### src/rtl/rf_write_arbiter.sv
// rf_write_arbiter
// Round-robin write-back arbiter and write-port sequencer for the register file.
// NUM_REQ producers compete for the single write-data bus through valid/ready
// handshakes. Each accepted write becomes a one-cycle registered pulse on
// wr_en/wr_data. The write in flight is published on pend_valid/pend_addr.
//
// Optional build macro: RF_X0_WRITE_BLOCK_EN
//   When defined, writes to address 0 are still accepted and reported on
//   pend_valid/pend_addr. They never raise wr_en, so register 0 stays constant.

module rf_write_arbiter #(
    parameter int DATA_WIDTH = 32,
    parameter int ADDR_WIDTH = 5,
    parameter int NUM_REQ    = 4
) (
    input  logic                           clk,
    input  logic                           rst,
    input  logic                           stall,
    input  logic [NUM_REQ-1:0]             req_valid,
    input  logic [NUM_REQ*ADDR_WIDTH-1:0]  req_addr,
    input  logic [NUM_REQ*DATA_WIDTH-1:0]  req_data,
    output logic [NUM_REQ-1:0]             req_ready,
    output logic [DATA_WIDTH-1:0]          wr_data,
    output logic [(2**ADDR_WIDTH)-1:0]     wr_en,
    output logic                           pend_valid,
    output logic [ADDR_WIDTH-1:0]          pend_addr,
    output logic [$clog2(NUM_REQ)-1:0]     last_grant
);

    localparam int NUM_EN = 2**ADDR_WIDTH;
    localparam int PTR_W  = $clog2(NUM_REQ);
    // One extra bit so that rr_ptr + offset never wraps before the modulo fold.
    localparam int CND_W  = PTR_W + 1;

`ifdef RF_X0_WRITE_BLOCK_EN
    localparam logic X0_BLOCK = 1'b1;
`else
    localparam logic X0_BLOCK = 1'b0;
`endif

    // Registered state
    logic [PTR_W-1:0]      rr_ptr_q,     rr_ptr_d;
    logic [PTR_W-1:0]      last_grant_q, last_grant_d;
    logic [DATA_WIDTH-1:0] wr_data_q,    wr_data_d;
    logic [NUM_EN-1:0]     wr_en_q,      wr_en_d;
    logic                  pend_valid_q, pend_valid_d;
    logic [ADDR_WIDTH-1:0] pend_addr_q,  pend_addr_d;

    // Arbitration results
    logic [NUM_REQ-1:0]    grant_s;
    logic [PTR_W-1:0]      grant_idx_s;
    logic                  accept_s;
    logic [CND_W-1:0]      cand_s;
    logic [ADDR_WIDTH-1:0] sel_addr_s;
    logic [DATA_WIDTH-1:0] sel_data_s;
    logic                  x0_block_s;

    // Round-robin search: the first valid requester at or above rr_ptr (wrapping) wins.
    always_comb begin
        grant_s     = '0;
        grant_idx_s = '0;
        accept_s    = 1'b0;
        cand_s      = '0;
        for (int off = 0; off < NUM_REQ; off++) begin
            cand_s = {1'b0, rr_ptr_q} + CND_W'(off);
            if (cand_s >= CND_W'(NUM_REQ)) begin
                cand_s = cand_s - CND_W'(NUM_REQ);
            end else begin
                cand_s = cand_s;
            end
            if (!stall && !accept_s && req_valid[cand_s[PTR_W-1:0]]) begin
                grant_s[cand_s[PTR_W-1:0]] = 1'b1;
                grant_idx_s                = cand_s[PTR_W-1:0];
                accept_s                   = 1'b1;
            end else begin
                accept_s = accept_s;
            end
        end
    end

    // Multiplex the granted requester's address and data (one-hot AND-OR).
    always_comb begin
        sel_addr_s = '0;
        sel_data_s = '0;
        for (int i = 0; i < NUM_REQ; i++) begin
            if (grant_s[i]) begin
                sel_addr_s = sel_addr_s | req_addr[i*ADDR_WIDTH +: ADDR_WIDTH];
                sel_data_s = sel_data_s | req_data[i*DATA_WIDTH +: DATA_WIDTH];
            end else begin
                sel_addr_s = sel_addr_s;
                sel_data_s = sel_data_s;
            end
        end
    end

    // Next-state for pointer, grant history and the write stage.
    always_comb begin
        x0_block_s = X0_BLOCK && (sel_addr_s == '0);
        wr_en_d    = '0;
        if (accept_s) begin
            if (grant_idx_s == PTR_W'(NUM_REQ - 1)) begin
                rr_ptr_d = '0;
            end else begin
                rr_ptr_d = grant_idx_s + PTR_W'(1);
            end
            last_grant_d = grant_idx_s;
            wr_data_d    = sel_data_s;
            pend_valid_d = 1'b1;
            pend_addr_d  = sel_addr_s;
            for (int e = 0; e < NUM_EN; e++) begin
                wr_en_d[e] = !x0_block_s && (sel_addr_s == ADDR_WIDTH'(e));
            end
        end else begin
            rr_ptr_d     = rr_ptr_q;
            last_grant_d = last_grant_q;
            wr_data_d    = wr_data_q;
            pend_valid_d = 1'b0;
            pend_addr_d  = pend_addr_q;
        end
    end

    // State registers; reset drops any write that was about to be applied.
    always_ff @(posedge clk or posedge rst) begin
        if (rst) begin
            rr_ptr_q     <= '0;
            last_grant_q <= '0;
            wr_data_q    <= '0;
            wr_en_q      <= '0;
            pend_valid_q <= 1'b0;
            pend_addr_q  <= '0;
        end else begin
            rr_ptr_q     <= rr_ptr_d;
            last_grant_q <= last_grant_d;
            wr_data_q    <= wr_data_d;
            wr_en_q      <= wr_en_d;
            pend_valid_q <= pend_valid_d;
            pend_addr_q  <= pend_addr_d;
        end
    end

    assign req_ready  = grant_s;
    assign wr_data    = wr_data_q;
    assign wr_en      = wr_en_q;
    assign pend_valid = pend_valid_q;
    assign pend_addr  = pend_addr_q;
    assign last_grant = last_grant_q;

endmodule

### config.mk
export PLATFORM = sky130hd
export DESIGN_NAME = rf_write_arbiter
export DESIGN_NICKNAME = d
export VERILOG_FILES = /design/src/rtl/rf_write_arbiter.sv
export SDC_FILE = /design/constraint.sdc
export NUM_CORES = 1
export LEC_CHECK = 0
export ABC_AREA = 1
export BUFFER_PORTS_ARGS = -buffer_cell sky130_fd_sc_hd__buf_2
export CORE_MARGIN = 2
export CORE_UTILIZATION = 45
export DETAILED_ROUTE_END_ITERATION = 8
export GPL_ROUTABILITY_DRIVEN = 0
export PLACE_DENSITY = 0.81
export SYNTH_ARGS = -nofsm -noshare
export SYNTH_HDL_FRONTEND = slang
export SYNTH_SLANG_ARGS = --single-unit
export TNS_END_PERCENT = 1
### constraint.sdc
create_clock -name clk -period 5.8 [get_ports clk]
set_input_delay 0.87 -clock clk [delete_from_list [all_inputs] [get_ports clk]]
set_output_delay 0.87 -clock clk [all_outputs]
set_load 0.02 [all_outputs]
[Yosys cells after proc, flatten, opt, wreduce, memory -nomap -nowiden]
Cells that the tools add are included.
Word-level totals
  output and inout bits: 76
  bits of input ports: 155
  flip-flop bits (word level): 74
Operators by class
  $add $sub $neg: 8
  magnitude comparators: 12
  bitwise operators: 9
  muxes and demuxes: 43
  equal/unequal tests: 32
  reduce and logical (&&, ||, !) cells: 16
Operators by type and width (number)
  two-way mux 32 bit: 5
  bitwise OR 32 bit: 3
  == test 5 bit, second input constant: 16
  == test 5 x 4 -> 1 bit, second input constant: 8
  == test 5 x 3 -> 1 bit, second input constant: 4
  two-way mux 5 bit: 4
  two-way mux 2 bit: 9
  two-way mux 4 bit: 4
  bitwise OR 5 bit: 3
  two-way mux 1 bit: 13
  less-than comparator 2 x 3 -> 1 bit, second input constant: 4
  bitwise OR 4 bit: 3
  logical AND 1 bit: 11
  == test 5 x 2 -> 1 bit, second input constant: 2
  >= comparator 3 bit, second input constant: 3
  binary-select mux 1 bit (select 2 bit): 4
  demux 1 bit (select 2 bit): 4
  >= comparator 2 x 1 -> 1 bit, second input constant: 4
  subtractor 2 x 1 -> 2 bit, second input constant: 4
  adder 2 x 2 -> 3 bit, second input constant: 2
  == test 5 x 1 -> 1 bit, second input constant: 1
  logical NOT 5 bit: 1
  logical NOT 1 bit: 4
  adder 2 x 1 -> 3 bit, second input constant: 1
  3 further kinds: 3

[Logic depth before layout (Yosys ltp)]
  word-level depth: 27
  depth in mapped cells: 18
  depth with buffers taken out: 17

[Least setup slack after synthesis]
OpenSTA, ideal clock, no wires.
  path type: register -> output
  start: register rr_ptr_q[1]
  end: output port req_ready[2]
  cell stages (with the launch flop): 12
  slack: 2.832 ns
  required time: 4.930 ns
  arrival time: 2.098 ns
  cells stage by stage: dfrtp_1 > inv_1 > ha_1 > inv_1 > nand3_1 > nand2_1 > inv_1 > o21ai_2 > nand4_1 > nand2_2 > buf_12 > buf_2
On the way
  longest elaborated chain between the ends: 18
Ends and longest elaborated chain
  from (decl): RTL line 42  | logic [PTR_W-1:0] rr_ptr_q, rr_ptr_d;
  from (signal assigned): RTL line 132  | rr_ptr_q <= rr_ptr_d;
  branches (longest 17 deep; another with adder 2 x 1 -> 3 bit)
  two-way mux 4 bit (*): RTL line 71  | if (!stall && !accept_s && req_valid[cand_s[PTR_W-1:0]]) begin
  to (decl): RTL line 22  | output logic [NUM_REQ-1:0] req_ready,
Mark *: on every way between the ends. The select of a mux whose other input is x is not followed.

[Worst setup path in the final report]
Same ends and word-level chain as after synthesis.

==> impl_results.rst <==
.. list-table::
   :header-rows: 1

   * - Metric
     - Value
   * - Total buffers and inverters traversed by the critical path
     - 3
   * - Unrepaired setup endpoints after global routing
     - no
   * - Signed area change from the synthesized netlist to the final layout
     - 32.8%
   * - Crit-path cells
     - inv_1 -> ha_1 -> inv_1 -> nand3_1 -> nand2_1 -> nor2_1 -> nand4_1 -> nand2_2 -> buf_2
   * - Final critical-path share of the clock period
     - 71.3%
   * - Kind of path behind the tightest hold check
     - reg2reg
   * - Startpoint type of the worst setup path
     - flip-flop
   * - Cell chosen for the clock root
     - sky130_fd_sc_hd__clkbuf_8
   * - Power per Cell Area
     - 644 nW/um2
   * - Proportion of layout cells with a drive suffix above 1
     - a little under half
   * - Post-route DRC violation count
     - 0
   * - Max Transition Viols Final
     - 0
   * - First-pass detailed-route iteration total
     - 5
   * - FILL cells
     - 788
   * - Cts bufs inserted
     - 9
   * - DIE WIDTH
     - 100 um
   * - Type of destination of the critical path
     - primary output
   * - Leak
     - 2.91 nW
   * - Pin count of the biggest net entering global routing
     - between 70 and 80
   * - Count of mapped cells out of synthesis
     - 510
   * - Initial Utilization
     - 45.8%
   * - Top cells by area in the synthesized netlist
     - sky130_fd_sc_hd__dfrtp_1 (44%), sky130_fd_sc_hd__nand2_1 (14%), sky130_fd_sc_hd__a41oi_1 (6.5%), sky130_fd_sc_hd__nor2_1 (5.8%), sky130_fd_sc_hd__nand2_2 (5.3%)
   * - Largest clock skew in the final design
     - 7.81 ps
   * - Via count of the first global-routing pass
     - 4499
   * - DR iter-0 viols
     - 260
   * - Share of the yosys chip area belonging to registers
     - 44.4%
   * - Port bufs
     - 230
   * - Top cell type by total area after synthesis
     - sky130_fd_sc_hd__dfrtp_1
   * - Diodes inserted
     - 0
   * - Arrival time at the worst endpoint
     - 3270 ps
   * - Count of yosys warnings during synthesis
     - 0
   * - Clock Latency Late Sink
     - 340 ps
   * - Worst IR Drop VDD
     - just under 0.0005 V
   * - Half-perimeter wire length of the detailed placement result
     - 10.3 mm
   * - Commonest non-fill, non-tap cells in the layout
     - sky130_fd_sc_hd__buf_2 (230), sky130_fd_sc_hd__nand2_1 (154), sky130_fd_sc_hd__dfrtp_1 (74), sky130_fd_sc_hd__nor2_1 (64), sky130_fd_sc_hd__nand2_2 (35)
   * - Mapped Area
     - roughly 4200 um2
   * - Clock Sink Count
     - 74
   * - Syn_nets
     - 672
   * - Result of the run
     - completed
   * - Slew Limit Headroom
     - 35.1%
   * - Top cell by count, worst path
     - sky130_fd_sc_hd__inv_1
   * - Total number of vias
     - 4499
   * - Post-CTS Hold Fix Bufs
     - 0
   * - CTS resizes
     - 0
   * - Synth cell types
     - 27
   * - Total length of routed wires
     - 13.5 mm
   * - Detail-routed via count per cell
     - about 5.3
   * - Count of boundary I/O pins
     - approximately 230
   * - Average instance area after synthesis
     - 8.17 um2
   * - WL per Instance
     - between 15 and 20 um
   * - Antenna violations before repair
     - 0
   * - Worst-path cell with the longest stage delay
     - sky130_fd_sc_hd__nand2_2
   * - Number of post-CTS setup repair buffers
     - 0
   * - Core ar.
     - 9110 um2
   * - Number of placement rows
     - 35
   * - Fraction of post-synthesis cell area in the top cell type by area
     - 44.4%
   * - Die span in y
     - 100 um
   * - CTS H-tree lvls
     - 3
   * - TritonCTS clock tree
     - done
   * - Required time of the critical path
     - 4930 ps
   * - MaxCap Viol Count
     - 0
   * - Transition at the pin with the smallest max-transition slack
     - between 900 and 1000 ps
   * - Minimum clock period after layout
     - 4140 ps
   * - Clock input transition at the sequential cells of the worst setup and hold paths
     - roughly 80 ps
   * - Fmax achieved
     - 242 MHz
   * - Final sum of negative setup slack
     - 0 ps
   * - Buffer levels on the longest clock path
     - 2
   * - Family of cells with the greatest summed delay on the critical path
     - simple AND/OR/NAND/NOR gates
   * - Highest cell delay on the worst timing path
     - 700 ps
   * - Global-route wire length before repair
     - 21.4 mm
   * - Largest fanout on the critical path
     - 38
   * - Synthesis-stage register bit count
     - 74
   * - Final hold violation count
     - 0
   * - Remaining number of nets flagged by the antenna check after routing
     - 0
   * - Total global-route track usage
     - 27.0%
   * - Final Net Count
     - 893
   * - Most common cell after layout, fill and taps aside
     - sky130_fd_sc_hd__buf_2
   * - Number of non-filler instances in the completed layout
     - between 800 and 900
   * - Leftover overflow at the end of global routing
     - 0
   * - Final setup violating endpoints
     - 0
   * - Crit path kind
     - reg2out
   * - Placed insts
     - around 830
   * - Total Die Area
     - between 10000 and 15000 um2
-- flip-flops by register name (all words and copies together), names as in the netlist, named ones only --
| register | cells |
|---|---|
| rr_ptr_q | 1 |
| pend_valid | 1 |
| wr_data | 32 |
| last_grant | 2 |
| wr_en | 32 |
| pend_addr | 5 |
-- cell type report --
| type | instances | area [um2] | share of cell area, % |
|---|---|---|---|
| Tap cell | 111 | 139 | 2.51 |
| Inverter | 24 | 90.1 | 1.63 |
| Clock buffer | 9 | 124 | 2.24 |
| Timing Repair Buffer | 235 | 1190 | 21.5 |
| Multi-Input combinational cell | 387 | 2080 | 37.6 |
| Clock inverter | 7 | 60.1 | 1.08 |
| Sequential cell | 74 | 1850 | 33.5 |
-- per-stage QoR --
stage | hold WS [ps] | instance area (um2) | utilization [%] | setup WS (ps) | power (mW)
5_1_grt | 517 | 5540 | 60.8 | 1420 | 3.85
3_3_place_gp | 464 | 5350 | 58.8 | 2190 | 3.12
6_report | 490 | 5540 | 60.8 | 1660 | 3.57
3_5_place_dp | 470 | 5350 | 58.8 | 2080 | 3.19
2_1_floorplan | 591 | 4170 | - | 2830 | 2.60
4_1_cts | 492 | 5540 | 60.8 | 1670 | 3.58
-- synth_stat cells, drive strengths merged --
library cell,count
o31ai,1
dfrtp,74
nor3,5
ha,7
a41oi,31
o221ai,1
inv,24
buf,18
a21oi,33
nand2,199
o211ai,1
nand3,14
nand4,4
nor2,87
clkbuf,7
o21ai,4
-- logic make-up after synthesis --
kind of cell,synth area share (%)
buf+inv,5.76
compound gates,11.9
fa+ha+maj,2.10
simple gates,35.8
flops,44.4
-- worst paths after layout --
path                              start            to  slack (ps)  cells after the start
min                        pend_addr[2]  pend_addr[2]         490                      2
max                         rr_ptr_q[1]  req_ready[2]        1660                      9
min in group asynchronous           rst    wr_data[5]         780                      3
min reg2reg                pend_addr[2]  pend_addr[2]         490                      2
max reg2reg                 rr_ptr_q[1]      wr_en[3]        2250                     13
max in group asynchronous           rst   wr_data[30]        4420                      3
-- tightest hold or removal path: cells and delay by family (launching register included) --
family	cells	cell delay (ps)
flip-flops	1	350
AND/OR/NAND/NOR	2	110
-- report_power, final --
| group | leakage [nW] | internal (mW) | total, mW | switching, mW |
|---|---|---|---|---|
| registers | 0.955 | 0.720 | 0.824 | 0.104 |
| logic | 1.87 | 0.735 | 2.36 | 1.63 |
| clock network | 0.0848 | 0.163 | 0.380 | 0.217 |
-- per-layer routing --
layer  global-route usage, %  share of wire, %  up-vias
met5                       0                 0        -
met4                    11.1               3.4        0
met3                    5.99               7.4       40
met2                    47.3                51      221
met1                    32.0                39     2137
li1                        -                 -     2101
Note: power is estimated with default switching activity, not from simulation.
